## src/rtl/press_pulse_gen.sv

```systemverilog
// Press waveform generator: turns request ticks into a clean high hold followed
// by a guaranteed low gap, with a saturating pending-request queue.
//
// state  | meaning
// S_IDLE | levelr low, waiting for enr and a request
// S_HIGH | levelr high for HOLD_CYCLES
// S_GAP  | levelr low for GAP_CYCLES, may chain straight into the next press
module press_pulse_gen #(
  parameter int HOLD_CYCLES = 6,
  parameter int GAP_CYCLES  = 4,
  parameter int PEND_W      = 3
) (
  input  logic              clkr,
  input  logic              rstr_n,
  input  logic              reqr,
  input  logic              enr,
  input  logic              clr_ovfr,
  output logic              levelr,
  output logic              busyr,
  output logic [PEND_W-1:0] pendr,
  output logic              ovfr
);

  localparam int PH_MAX = (HOLD_CYCLES > GAP_CYCLES) ? HOLD_CYCLES : GAP_CYCLES;
  localparam int PH_W   = $clog2(PH_MAX + 1);
  localparam logic [PH_W-1:0]   HOLD_TC   = PH_W'(HOLD_CYCLES);
  localparam logic [PH_W-1:0]   GAP_TC    = PH_W'(GAP_CYCLES);
  localparam logic [PEND_W-1:0] PEND_FULL = '1;

  generate
    if (HOLD_CYCLES < 4 || GAP_CYCLES < 1) begin : g_param_err
      $error("press_pulse_gen: HOLD_CYCLES must be >= 4 and GAP_CYCLES >= 1");
    end
  endgenerate

  typedef enum logic [1:0] {S_IDLE, S_HIGH, S_GAP} state_t;

  state_t            state_q, state_d;
  logic [PH_W-1:0]   ph_q, ph_d;
  logic [PEND_W-1:0] pend_q, pend_d;
  logic              ovf_q, ovf_d;
  logic              level_q, busy_q;
  logic              have_work, start, enq, deq;

  always_comb begin
    state_d   = state_q;
    ph_d      = ph_q;
    start     = 1'b0;
    have_work = enr && ((pend_q != '0) || reqr);
    case (state_q)
      S_IDLE: begin
        if (have_work) begin
          start   = 1'b1;
          state_d = S_HIGH;
          ph_d    = PH_W'(1);
        end
      end
      S_HIGH: begin
        if (ph_q == HOLD_TC) begin
          state_d = S_GAP;
          ph_d    = PH_W'(1);
        end else begin
          ph_d = ph_q + PH_W'(1);
        end
      end
      S_GAP: begin
        if (ph_q == GAP_TC) begin
          if (have_work) begin
            start   = 1'b1;
            state_d = S_HIGH;
            ph_d    = PH_W'(1);
          end else begin
            state_d = S_IDLE;
            ph_d    = '0;
          end
        end else begin
          ph_d = ph_q + PH_W'(1);
        end
      end
      default: begin
        state_d = S_IDLE;
        ph_d    = '0;
      end
    endcase

    // A start with an empty queue consumes the incoming request directly.
    deq    = start && (pend_q != '0);
    enq    = reqr && !(start && (pend_q == '0));
    pend_d = pend_q;
    ovf_d  = clr_ovfr ? 1'b0 : ovf_q;
    if (enq && !deq) begin
      if (pend_q != PEND_FULL) pend_d = pend_q + PEND_W'(1);
      else                     ovf_d  = 1'b1;
    end else if (!enq && deq) begin
      pend_d = pend_q - PEND_W'(1);
    end
  end

  always_ff @(posedge clkr or negedge rstr_n) begin
    if (!rstr_n) begin
      state_q <= S_IDLE;
      ph_q    <= '0;
      pend_q  <= '0;
      ovf_q   <= 1'b0;
      level_q <= 1'b0;
      busy_q  <= 1'b0;
    end else begin
      state_q <= state_d;
      ph_q    <= ph_d;
      pend_q  <= pend_d;
      ovf_q   <= ovf_d;
      level_q <= (state_d == S_HIGH);
      busy_q  <= (state_d != S_IDLE);
    end
  end

  assign levelr = level_q;
  assign busyr  = busy_q;
  assign pendr  = pend_q;
  assign ovfr   = ovf_q;

endmodule
```

## config.mk

```make
export PLATFORM = sky130hd
export DESIGN_NAME = press_pulse_gen
export DESIGN_NICKNAME = d
export VERILOG_FILES = /design/src/rtl/press_pulse_gen.sv
export SDC_FILE = /design/constraint.sdc
export NUM_CORES = 1
export LEC_CHECK = 0
export BUFFER_PORTS_ARGS = -buffer_cell sky130_fd_sc_hd__clkbuf_2
export CAP_MARGIN = 25
export CORE_MARGIN = 4
export CORE_UTILIZATION = 45
export CTS_CLUSTER_DIAMETER = 120
export CTS_CLUSTER_SIZE = 8
export DETAILED_ROUTE_END_ITERATION = 8
export HOLD_SLACK_MARGIN = 0.12
export RECOVER_POWER = 100
export SKIP_LAST_GASP = 1
export SLEW_MARGIN = 20
export SYNTH_ARGS = -nofsm -noshare
export SYNTH_HDL_FRONTEND = slang
export SYNTH_SLANG_ARGS = --single-unit
```

## constraint.sdc

```tcl
create_clock -name clkr -period 2.7 [get_ports clkr]
set_input_delay 0 -clock clkr [delete_from_list [all_inputs] [get_ports clkr]]
set_output_delay 0 -clock clkr [all_outputs]
set_load 0.05 [all_outputs]
```

# ---- Yosys cells after proc, flatten, opt, wreduce, memory -nomap -nowiden
# Index checks and enable logic that the tools add are counted.
dict set report totals {
  reg_bits 11
  input_bits 5
  output_inout_bits 6
  elab_cells 52
}
dict set report classes {
  addsub 3
  eq_ne 8
  n_mux 19
  reduce_logical 16
}
# op n
set ops {}
lappend ops {{2-to-1 mux 3 bit} 6}
lappend ops {{one-hot mux 3 bit (3 select lines)} 1}
lappend ops {{2-to-1 mux 1 bit} 7}
lappend ops {{adder 3 x 1 -> 3 bit, second input constant} 2}
lappend ops {{equality test 3 bit, second input constant} 2}
lappend ops {{logical AND 1 bit} 6}
lappend ops {{2-to-1 mux 2 bit} 3}
lappend ops {{one-hot mux 2 bit (3 select lines)} 1}
lappend ops {{equality test 2 x 1 -> 1 bit, second input constant} 2}
lappend ops {{nonzero test 2 bit} 2}
lappend ops {{zero test 1 bit} 3}
lappend ops {{zero test 3 bit} 1}
lappend ops {{inequality test 3 bit, second input constant} 1}
lappend ops {{nonzero test 3 bit} 1}
lappend ops {{subtractor 3 x 1 -> 3 bit, second input constant} 1}
lappend ops {{equality test 2 bit, second input constant} 1}
lappend ops {{zero test 2 bit} 1}
lappend ops {{inequality test 2 x 1 -> 1 bit, second input constant} 1}
lappend ops {{inequality test 2 bit, second input constant} 1}
lappend ops {{one-hot mux 1 bit (2 select lines)} 1}
lappend ops {{AND reduction 2 bit} 1}
lappend ops {{logical OR 1 bit} 1}

# ---- Depth between registers and ports, before layout
dict set report depth {
  ltp_word 13
  ltp_mapped 10
  depth_no_buf 10
}

# ---- Worst setup path before layout
# Ideal clock, no wire load.
dict set report synth_path {
  path_kind {register -> register}
  from {register ph_q[0]}
  to {register pend_q[2] (netlist: pendr[2])}
  setup_time_ns 0.082
  arrival_time_ns 2.231
  required_time_ns 2.618
  slack_ns 0.388
  stages_incl_launch_ff 11
  period_less_slack_ns 2.312
  path_cell_list {dfrtp_1 inv_1 ha_1 a21boi_4 o21ai_1 xor2_1 ha_1 or4b_1 nor3_2 a311oi_1 a31oi_1}
}
dict set report synth_between {
  elab_chain_cells 10
  word_cells_on_any_way 15
  classes_between {eq/ne: 2; mux: 3; reduce/logical: 10}
}
# element line
set synth_rtl {}
lappend synth_rtl {{from (decl)} 39} ;# logic [PH_W-1:0] ph_q, ph_d;
lappend synth_rtl {{from (signal assigned)} 109} ;# ph_q <= ph_d;
lappend synth_rtl {{equality test 3 bit (*)} 67} ;# if (ph_q == GAP_TC) begin
lappend synth_rtl {{2-to-1 mux 1 bit (*)} 67}
lappend synth_rtl {{one-hot mux 1 bit (2 select lines) (*)} 50} ;# case (state_q)
lappend synth_rtl {{logical AND 1 bit} 88} ;# enq = reqr && !(start && (pend_q == '0));
lappend synth_rtl {{zero test 1 bit} 88}
lappend synth_rtl {{logical AND 1 bit} 88}
lappend synth_rtl {{zero test 1 bit} 94} ;# end else if (!enq && deq) begin
lappend synth_rtl {{logical AND 1 bit} 94}
lappend synth_rtl {{nonzero test 2 bit (no line)} -}
lappend synth_rtl {{AND reduction 2 bit (no line)} -}
lappend synth_rtl {{to (signal assigned)} 110} ;# pend_q <= pend_d;
lappend synth_rtl {{to (decl)} 40} ;# logic [PEND_W-1:0] pend_q, pend_d;
# Every way passes the cells marked *; elsewhere a longest branch is shown, timed or not.
# A chain may end at the register's enable or synchronous reset.

# ---- Final worst setup path
# Ends and elaborated chain as after synthesis.

==> results.txt <==
----------------------------------------------------
[Clocking]
  Clock root cell ... clkbuf_4
  Bufs on Longest Clock Path ... 2
  Total clock buffers created by CTS ... 3
  Clock Latency Late Sink ... 0.27 ns
  Max H-tree Level ... 1
  Number of resized instances in the post-cts repair step ... 0
  Clock slew seen by the registers of the worst setup and hold paths ... 0.07 ns
  CTS tree ... yes
  Number of sinks handled by clock tree synthesis ... 11

[Placement]
  Detailed-placement wirelength estimate ... 1160 um
  GP Congestion ... 0.772
  Worst Setup Slack post-DPL ... 0.215 ns
  Port buffer count ... 10

[Power]
  Net switching power ... 0.577 mW
  Power per standard cell area ... 1250 mW/mm2
  Combinational Power Share ... 59.7%
  Peak ir drop on the vdd network ... 0.000732 V
  Static Leak ... 0.369 nW
  Total chip power ... 1.13 mW
  Clock network fraction of total power ... 10.2%
  Sw Share ... 51.1%
  Cell internal power dissipation ... 0.551 mW
  Sequential fraction of design power ... 30.1%

[Min path]
  End point of the most critical hold path ... levelr
  Path type of the worst min-delay path ... input pin to flip-flop
  Worst min-delay path startpoint ... enr
  Number of cells traversed by the worst hold path ... 4

[Floorplan]
  IO Pins ... 11
  Vertical die dimension ... 50.7 um
  Die ar. ... 0.00257 mm2
  Area of the core region ... 0.00173 mm2
  Die boundary width ... 50.7 um
  Total number of placement rows ... 15
  Initial Util ... 47.5%

[Drt]
  Final routed wire length divided by cell count ... 13.5 um
  Final WL ... 1640 um
  Drt via density ... 5.60
  Initial detailed-routing violation count ... 22
  Count of vias placed by the detailed router ... 683
  Count of nets left with antenna violations after detail routing ... 0
  DRC errors left ... 0
  Detailed-routing iteration count for the pre-antenna-repair pass ... 4

[Logic synthesis]
  Synthesized netlist cell count ... 83
  Synth async-reset ratio ... 100%
  Post-synth top flop ... dfrtp_1
  Number of distinct library cells after synthesis ... 43
  Number of enable-type register cells in the synthesized netlist ... 0
  Synth Cell Area ... 821 um2
  Proportion of synthesized chip area in sequential cells ... 33.5%
  Post-Synthesis Net Count ... 92
  Mean instance size in the synthesized netlist ... 9.89 um2
  Number of warnings reported in the yosys synthesis log ... 0
  Flip-flop and latch count after synthesis ... 11

[GRT]
  Grt total ovfl ... 0
  Global Route Usage Sum ... 15.0%
  Antenna violations before repair ... 0
  Via count of the first global-routing pass ... 641
  Wire length of the first global-routing pass ... 2940 um
  Largest net degree at the start of global routing ... 14

[Critical path]
  Endpoint arrival time on the critical path ... 2.68 ns
  Maximum fanout count along the critical path ... 8
  CP Capture Type ... flip-flop
  Crit Path Class ... flip-flop to flip-flop
  Register-to-register path setup slack ... 0.22 ns
  Startpoint class of the critical path ... flip-flop
  R2R cell count ... 10
  Critical path data required time ... 2.90 ns
  Beginning of the worst register-to-register path ... ph_q[0]
  Capture instance of the worst register-to-register path ... pendr[2]

[Run]
  Number of max-cap violations ... 0

[Timing]
  Setup slack of the critical path after layout ... 0.218 ns
  Final Hold Viols ... 0
  Fin crit share ... 91.9%
  Total negative slack for setup checks ... 0 ns
  Actual transition at the worst max-transition pin ... 0.649 ns
  Setup-failing EPs final ... 0
  Setup repair after global routing missed its margin ... no
  Pins over their slew limit ... 0
  Max-Slew Margin vs Limit ... 56.8%
  Fin Clk Skew ... 0.00259 ns
  Hold WS ... 0.179 ns
  Post-route minimum period ... 2.48 ns
  Maximum operating frequency ... 403 MHz

[Layout]
  Share of layout cells above drive strength 1 ... 16.5%
  Filler instances ... 175
  Area growth, synth to finish ... 9.76%
  Most common cell after layout, fill and taps aside ... dfrtp_1
  Most frequent cells in the layout ... dfrtp_1, inv_1, clkbuf_1
  Diode count ... 0
  Number of nets in the finished design ... 107

[Outcome]
  Outcome ... complete, no violations

----------------------------------------------------
worst max path at each step:
| stage | to | slack [ns] | start |
|---|---|---|---|
| finish | pendr[2] | 0.22 | ph_q[0] |
| global route | pendr[2] | 0.02 | ph_q[0] |
| CTS | pendr[2] | 0.20 | ph_q[0] |
| detailed placement | pendr[2] | 0.21 | ph_q[0] |
| global placement | pendr[2] | 0.25 | ph_q[0] |
| floorplan | pendr[2] | 0.39 | ph_q[0] |
power by group through the flow:
stage               registers [mW]  logic, mW  clock network, mW
finish                       0.339      0.674              0.116
global route                 0.354      0.746              0.134
CTS                          0.341      0.699              0.120
detailed placement           0.344      0.692                  0
global placement             0.344      0.684                  0
floorplan                    0.431      0.505                  0
synth_stat cells (2+ instances only):
| library cell | instances | area share, % |
|---|---|---|
| a21oi_1 | 5 | 3.0 |
| xnor2_1 | 2 | 2.1 |
| nand2_1 | 3 | 1.4 |
| nor3_1 | 2 | 1.2 |
| o22ai_1 | 3 | 2.3 |
| buf_6 | 3 | 4.1 |
| ha_1 | 4 | 6.1 |
| a31oi_1 | 3 | 2.3 |
| nand2b_1 | 2 | 1.5 |
| inv_1 | 8 | 3.7 |
| o21bai_1 | 2 | 1.8 |
| dfrtp_1 | 11 | 34 |
| o21ai_0 | 2 | 1.2 |
| o21ai_1 | 4 | 2.4 |
area by class of cell:
type	instances	area [um2]	share of cell area, %
clock buffer	4	26.3	2.92
inverter	8	30.0	3.33
multi-input combinational	59	452	50.1
sequential	11	275	30.6
tap	25	31.3	3.47
timing repair buffer	15	86.3	9.58
flip-flops by register name, summed over array words and instances (netlist names):
name,flops
state_q,2
ph_q,3
levelr,1
pendr,3
ovfr,1
busyr,1
per-layer routing:
| metal | track usage, % | up-vias | part of all wire (%) | wire length, um |
|---|---|---|---|---|
| li1 | - | 338 | - | - |
| met1 | 19.2 | 327 | 47 | 777 |
| met2 | 23.5 | 14 | 47 | 766 |
| met3 | 3.86 | 4 | 4.1 | 67 |
| met4 | 7.17 | 0 | 1.8 | 29 |
| met5 | 0 | - | 0 | 0 |
cell families (layout without fill, tap and decap cells):
logic type	count (synthesis)	count (layout)	share of synthesized area, %
compound gates	33	33	31.3
xor+xnor	3	3	3.20
fa+ha+maj	4	4	6.10
buf+inv	13	27	9.30
flops	11	11	33.5
mux	1	1	1.37
simple gates	18	18	15.2
repair_timing:
action | in CTS | in global routing
hold buffers | 3 | 0
endpoints found under the setup margin | 0 | 0
buffers inserted | 0 | 0
hold endpoints to repair | 13 | 0
through the flow:
stage,utilization (%),area [um2],cells
floorplan,-,821,83
global placement,50.4,871,115
detailed placement,50.4,871,115
CTS,53.7,927,122
global route,52.2,901,122
finish,52.2,901,122
critical path, stage by stage, from the launching register on:
cell and delay [ns]:
dfrtp_1 0.39, inv_1 0.09, ha_1 0.29, a21boi_4 0.30
o21ai_1 0.15, xor2_1 0.16, ha_1 0.22, or4b_1 0.49
nor3_2 0.11, a311oi_1 0.07, a31oi_1 0.15
Power figures use the tool's default switching activity.
